File: src/rtl/fp_normalizer.sv
// fp_normalizer: post-add normalization for the FPU adder datapath.
// Takes the raw mantissa sum (with carry-out) and the common exponent.
// It right-shifts once on carry, or left-shifts one bit per cycle until the
// hidden bit is set. It adjusts the exponent and flags overflow, underflow
// and zero. One operand is in flight at a time.
module fp_normalizer #(
  parameter int EXP_WIDTH = 8,
  parameter int MAN_WIDTH = 24
) (
  input  logic                 clk,
  input  logic                 rst,
  input  logic                 in_valid,
  output logic                 in_ready,
  input  logic [MAN_WIDTH:0]   man_in,
  input  logic [EXP_WIDTH-1:0] exp_in,
  input  logic                 sign_in,
  output logic                 out_valid,
  input  logic                 out_ready,
  output logic [MAN_WIDTH-1:0] man_out,
  output logic [EXP_WIDTH-1:0] exp_out,
  output logic                 sign_out,
  output logic [4:0]           shift_count,
  output logic                 round_bit,
  output logic                 overflow,
  output logic                 underflow,
  output logic                 zero
);

  localparam logic [EXP_WIDTH-1:0] EXP_MAX = {EXP_WIDTH{1'b1}};
  localparam logic [EXP_WIDTH-1:0] EXP_ONE = {{(EXP_WIDTH-1){1'b0}}, 1'b1};

  typedef enum logic [1:0] {IDLE, CHECK, SHIFT, DONE} state_t;

  state_t               state, state_nxt;
  logic [MAN_WIDTH:0]   man_r;
  logic [EXP_WIDTH-1:0] exp_r;
  logic [EXP_WIDTH-1:0] exp_inc;
  logic                 hidden;
  logic                 carry;
  logic                 exp_is_max;
  logic                 man_is_zero;
  logic                 exp_floor;

  assign exp_inc     = exp_r + EXP_ONE;
  assign hidden      = man_r[MAN_WIDTH-1];
  assign carry       = man_r[MAN_WIDTH];
  assign exp_is_max  = (exp_r == EXP_MAX);
  assign man_is_zero = (man_r == '0);
  // An exponent of 1 (or 0) cannot go lower: the result becomes denormal.
  assign exp_floor   = (exp_r <= EXP_ONE);

  assign man_out = man_r[MAN_WIDTH-1:0];
  assign exp_out = exp_r;

  // State register
  always_ff @(posedge clk) begin
    if (rst) state <= IDLE;
    else     state <= state_nxt;
  end

  // Next-state decode
  always_comb begin
    state_nxt = state;
    case (state)
      IDLE:  if (in_valid) state_nxt = CHECK;
      CHECK: begin
        if (exp_is_max || man_is_zero || carry || hidden) state_nxt = DONE;
        else                                               state_nxt = SHIFT;
      end
      SHIFT: if (hidden || exp_floor) state_nxt = DONE;
      DONE:  if (out_ready) state_nxt = IDLE;
      default: state_nxt = IDLE;
    endcase
  end

  // Handshake outputs decoded from state
  always_comb begin
    in_ready  = (state == IDLE);
    out_valid = (state == DONE);
  end

  // Mantissa/exponent datapath and result flags
  always_ff @(posedge clk) begin
    if (rst) begin
      man_r       <= '0;
      exp_r       <= '0;
      sign_out    <= 1'b0;
      shift_count <= '0;
      round_bit   <= 1'b0;
      overflow    <= 1'b0;
      underflow   <= 1'b0;
      zero        <= 1'b0;
    end else begin
      case (state)
        IDLE: if (in_valid) begin
          man_r       <= man_in;
          exp_r       <= exp_in;
          sign_out    <= sign_in;
          shift_count <= '0;
          round_bit   <= 1'b0;
          overflow    <= 1'b0;
          underflow   <= 1'b0;
          zero        <= 1'b0;
        end
        CHECK: begin
          if (exp_is_max) begin
            // inf/NaN: pass the mantissa field through, drop any carry
            man_r <= {1'b0, man_r[MAN_WIDTH-1:0]};
          end else if (man_is_zero) begin
            exp_r <= '0;
            zero  <= 1'b1;
          end else if (carry) begin
            round_bit <= man_r[0];
            exp_r     <= exp_inc;
            if (exp_inc == EXP_MAX) begin
              man_r    <= '0;
              overflow <= 1'b1;
            end else begin
              man_r <= {1'b0, man_r[MAN_WIDTH:1]};
            end
          end
        end
        SHIFT: if (!hidden) begin
          if (exp_floor) begin
            exp_r     <= '0;
            underflow <= 1'b1;
          end else begin
            man_r       <= man_r << 1;
            exp_r       <= exp_r - EXP_ONE;
            shift_count <= shift_count + 5'd1;
          end
        end
        default: ;
      endcase
    end
  end

endmodule

File: config.mk
export PLATFORM = sky130hd
export DESIGN_NAME = fp_normalizer
export DESIGN_NICKNAME = d
export VERILOG_FILES = /design/src/rtl/fp_normalizer.sv
export SDC_FILE = /design/constraint.sdc
export NUM_CORES = 1
export LEC_CHECK = 0
export ABC_AREA = 0
export BUFFER_PORTS_ARGS = -buffer_cell sky130_fd_sc_hd__clkbuf_2
export CAP_MARGIN = 20
export CORE_UTILIZATION = 35
export DETAILED_ROUTE_END_ITERATION = 12
export GPL_TIMING_DRIVEN = 0
export SLEW_MARGIN = 40
export SYNTH_ARGS = -nofsm -noshare
export SYNTH_HDL_FRONTEND = slang
export SYNTH_SLANG_ARGS = --single-unit
export TNS_END_PERCENT = 50
File: constraint.sdc
create_clock -name clk -period 2.5 [get_ports clk]
set_clock_uncertainty 0.05 [all_clocks]
set_input_delay 0.25 -clock clk [delete_from_list [all_inputs] [get_ports clk]]
set_output_delay 0.25 -clock clk [all_outputs]
set_load 0.01 [all_outputs]
* Yosys cells after proc, flatten, opt, wreduce, memory -nomap -nowiden
Index checks and enable logic that the tools add are counted.
** Storage, ports and cells
- Register bits :: 45
- Output and inout port bits :: 44
- Word-level logic and storage cells :: 93
- Bits of input ports :: 38
** Cells by class
- Equal/unequal tests :: 18
- $add $sub $neg :: 3
- Reductions and logical operators :: 20
- $lt $le $gt $ge :: 1
- Mux-type cells :: 40
** Operator list (number)
- $mux W25 :: 5
- $pmux W25 S3 :: 1
- $mux W24 :: 2
- $mux W8 :: 6
- $logic_not A25 Y1 :: 1
- $pmux W8 S3 :: 1
- $ne A2 B2 Y1 const B :: 10
- $reduce_and A5 Y1 :: 4
- $eq A8 B8 Y1 const B :: 2
- $mux W5 :: 3
- $mux W1 :: 13
- $reduce_and A4 Y1 :: 3
- $pmux W5 S2 :: 1
- $add A8 B1 Y8 const B :: 1
- $le A8 B1 Y1 const B :: 1
- $pmux W1 S2 :: 4
- $pmux W2 S4 :: 1
- $sub A8 B1 Y8 const B :: 1
- $reduce_and A7 Y1 :: 1
- $mux W2 :: 3
- $ne A3 B3 Y1 const B :: 2
- $reduce_and A6 Y1 :: 1
- $add A5 B1 Y5 const B :: 1
- $eq A2 B2 Y1 const B :: 2
- other kinds (8) :: 12

* Logic depth before layout (Yosys ltp)
- Word-level depth :: 7
- Gate-level depth with buffers :: 11
- Depth with buffers taken out :: 8

* Worst setup path after synthesis
No wires, ideal clock.
- Path kind :: register to register
- Start point :: reg exp_r[0] (netlist: exp_out[0])
- End point :: reg man_r[6]
- Buffers on the path :: 2
- Data arrival time :: 2.279 ns
- Setup time :: 0.092 ns
- Required time :: 2.358 ns
- Clock period less this slack :: 2.421 ns
- Path slack :: 0.079 ns
- Stages on the path, launching flop included :: 11
- Cell sequence :: dfxtp_1 buf_2 inv_1 ha_1 or2_1 nand3_1 nand2_1 nor3_2 clkbuf_1 a221oi_1 o32ai_1
** On the way
- Word-level cells in the longest chain between the ends :: 7
- Elaborated cells on any way between the ends :: 12
- Classes of those cells :: add/sub (1); order compare (1); eq/ne (4); mux (5); reduce/logical (1)
** RTL lines
- start: declaration :: RTL line 36 : logic [EXP_WIDTH-1:0] exp_r;
- start signal: assignment :: RTL line 97 : exp_r <= exp_in;
- start signal: assignment :: RTL line 114 : exp_r <= exp_inc;
- start signal: assignment :: RTL line 129 : exp_r <= exp_r - EXP_ONE;
- $add A8 B1 Y8 :: RTL line 44 : assign exp_inc = exp_r + EXP_ONE;
- $eq A8 B8 Y1 :: RTL line 115 : if (exp_inc == EXP_MAX) begin
- $mux W24 :: RTL line 115
- $mux W24 :: RTL line 112 : end else if (carry) begin
- $mux W25 :: RTL line 109 : end else if (man_is_zero) begin
- $mux W25 :: RTL line 106 : if (exp_is_max) begin
- $pmux W25 S3 :: RTL line 94 : case (state)
- end signal: assignment :: RTL line 96 : man_r <= man_in;
- end signal: assignment :: RTL line 108 : man_r <= {1'b0, man_r[MAN_WIDTH-1:0]};
- end signal: assignment :: RTL line 119 : man_r <= {1'b0, man_r[MAN_WIDTH:1]};
- end: declaration :: RTL line 35 : logic [MAN_WIDTH:0] man_r;
Parallel ways exist; a longest one is shown, timed or not. The select of a mux whose other input is x is not followed.
A chain may end at the register's enable or synchronous reset.

* Worst setup path after layout
- Start point :: reg exp_r[0] (netlist: exp_out[0])
- End point :: reg man_r[14]
The elaborated chain is that of the path after synthesis.

==> impl_metrics.csv <==
group,metric,value,unit
logic_synthesis,synth_seq_area_share,29.5,%
power_and_ir_drop,p_comb_share,69.6,%
floorplanning,fp.dieH,95.5,microns
setup_path,critPathArrivalTime,2.58,ns
grt,grt_antenna_before_repair,0,
layout,fillCellCount,846,
clock_tree,ctsHtreeMaxLevel,2,
logic_synthesis,ys_ff_latch,45,
setup_path,endpoint_kind,"flop",
power_and_ir_drop,clkPwrFrac,9.3,%
setup_path,crit_required,2.62,ns
floorplanning,dieWidth,95.5,microns
sta,relSlewSlack,55.9,%
logic_synthesis,synth_area,0.00306,sq mm
drt,wl,9330,microns
drt,viasPerCell,5.56,
logic_synthesis,netlist.area_leader.share,29.5,%
flow_run,max-cap-violations,0,
run_status,status,"complete, no violations",
setup_path,critPathMaxFanout,10,
sta,min_period_over_period,98.4,%
clock_tree,root_buffer,"clkbuf_8",
drt,routedWlPerCell,16.0,microns
grt,grt_pass1_wl,14300,microns
logic_synthesis,yosysWarnings,0,
sta,finalSetupViolCount,0,
logic_synthesis,synth_cells,381,
clock_tree,cts.reportedPaths.clkPinSlew,0.10,ns
power_and_ir_drop,swShare,49.6,%
layout,nets,524,
layout,num_antenna_cells,0,
logic_synthesis,synth_top_area_cell,"dfxtp_1",
layout,area_growth,27.7,%
clock_tree,cts_tree,"yes",
clock_tree,cts_sinks,45,
layout,drive_gt1_share,36.1,%
placed_design,gp_congestion,0.858,
drt,route.detailed.drc,0,
power_and_ir_drop,pwr-share-seq,21.2,%
logic_synthesis,ys_types,49,
floorplanning,dieArea,0.00911,sq mm
power_and_ir_drop,power_density,1530,mW/mm^2
sta,fin_crit,2.46,ns
drt,dr.pass1.iters,4,
logic_synthesis,synthTopCellsByCount,"48 x nor2_1, 45 x dfxtp_1, 27 x buf_4, 26 x o21ai_0",
power_and_ir_drop,internal_power,3010,uW
logic_synthesis,synthTopCellsByArea,"dfxtp_1 29%, buf_4 6.6%, a221oi_1 6.3%",
drt,drt-initial-drc-count,188,
placed_design,port_buffers,81,
drt,ant_nets,0,
sta,rsz0062_at_grt,"true",
floorplanning,rows,33,
logic_synthesis,ys.flop_type,"dfxtp_1",
floorplanning,pin_count,82,
grt,grt_max_degree,14,
layout,design_area,0.00390,sq mm
grt,grt_pass1_vias,2869,
sta,fmax,0.407,GHz
clock_tree,cts_buffer_depth,2,
drt,vias,3236,
floorplanning,initial_core_util,36.7,%
floorplanning,core,0.00834,sq mm
setup_path,path_class,"flop to flop",
clock_tree,clkLatencyLatePin,0.31,ns
sta,final-max-slew-violation-count,0,
placed_design,dp_hpwl,6620,microns
min_path,hold_path_class,"input pin to flop",
setup_path,crit_path_start_kind,"flop",
sta,tightest_slew,0.662,ns
power_and_ir_drop,p_leak,0.00161,uW
clock_tree,cts_made_buffers,5,
logic_synthesis,synth_edf_count,0,
logic_synthesis,yosysMostFrequentCell,"nor2_1",
logic_synthesis,synthesis.nets,428,
logic_synthesis,syn_area_per_cell,8.03,sq um
logic_synthesis,async_flop_share,0,%
grt,gr-total-overflow,0,
sta,hold_viol,0,
placed_design,post_dp_cell_area,0.00359,sq mm
clock_tree,ctsHoldBuffers,0,
power_and_ir_drop,p_sw,2960,uW
grt,grt_usage,20.2,%
power_and_ir_drop,ir_drop,565,uV
power_and_ir_drop,total_power,5980,uW
[sequential cells by signal, summed over array words and instances (netlist names)]
name and count:
sign_out 1, zero 1, man_r 25, overflow 1
shift_count 5, round_bit 1, state 2, exp_out 8
underflow 1
[final cells by class]
type / instances / area [sq um] / share of cell area (%)
inverter: 10 / 45.0 / 1.15
tap: 105 / 131 / 3.37
multi-input combinational: 269 / 1890 / 48.4
timing repair buffer: 89 / 465 / 11.9
buffer: 57 / 362 / 9.26
sequential: 45 / 906 / 23.2
clock inverter: 2 / 35.0 / 0.897
clock buffer: 5 / 68.8 / 1.76
[worst max-delay path, stage by stage (launching register included)]
cell and delay [ns]:
dfxtp_2 0.38, buf_6 0.13, clkinvlp_4 0.14, ha_4 0.21, or2_4 0.25, nand4_1 0.15
nand3_2 0.12, or2_1 0.21, buf_2 0.15, buf_4 0.19, a221oi_1 0.23, o32ai_1 0.11
[metrics by stage]
stage / TNS (ns) / utilization [%] / worst slack [ns] / cells / hold slack (ns)
after floorplan: 0 / - / 0.0789 / 381 / 0.348
after global placement: -7.79 / 43.1 / -0.414 / 567 / 0.394
after detailed placement: -7.54 / 43.1 / -0.403 / 567 / 0.400
after CTS: 0 / 44.8 / 0.00283 / 575 / 0.135
after global routing: -0.320 / 46.8 / -0.0355 / 582 / 0.151
final: 0 / 46.8 / 0.0400 / 582 / 0.133
[repair_timing]
| action | 4_1_cts | 5_1_grt |
|---|---|---|
| resized for setup | 12 | 28 |
| setup buffers | 1 | 7 |
| setup endpoints to repair | 24 | 26 |
[placed cells by master (no fill, tap or decap), types with 3 or more instances in the layout]
cell / instances
buf_4: 37
o221ai_1: 7
a221oi_2: 12
o211ai_1: 7
nand4_1: 7
and3_1: 3
or2_1: 3
nor3_1: 4
nor2_1: 47
o21ai_0: 26
clkbuf_8: 5
ha_1: 8
clkbuf_2: 81
a21oi_1: 18
nand3_1: 9
o32ai_1: 20
inv_1: 8
nor2b_1: 6
xor2_1: 6
nand2_1: 21
buf_6: 3
mux2i_1: 5
xnor2_1: 7
nor4_1: 5
dfxtp_1: 43
a221oi_1: 11
clkbuf_1: 13
a211oi_1: 5
buf_2: 10
[power groups by stage]
stage	registers, uW	logic [uW]	clock network, uW
final	1260	4160	554
after global routing	1310	4620	587
after CTS	1240	3840	564
after detailed placement	1250	3760	0
after global placement	1260	3750	0
after floorplan	1210	2820	0
[cells by family after synthesis]
kind of cell | synth area share (%)
xor gates and xnor gates | 3.72
adders and majority gates | 3.68
buffers and inverters | 12.3
AOI/OAI and AO/OA | 29.8
muxes | 1.64
DFF | 29.5
and+or+nand+nor | 19.4
[metal layers]
metal  vias to the layer above  share of wire (%)  track usage, %
li1                       1599                  -               -
met1                      1523                 46            28.1
met2                       103                 47            31.8
met3                        11                5.9            3.83
met4                         0                1.3            5.47
met5                         -                  0               0
[final timing paths]
check	startpoint	to	slack [ns]	cells past startpoint
max reg2reg	exp_out[0]	man_r[14]	0.04	11
min	sign_in	sign_out	0.13	3
max	exp_out[0]	man_r[14]	0.04	11
min reg2reg	sign_out	sign_out	0.41	2
No activity file was read; power rests on OpenSTA's default activity.
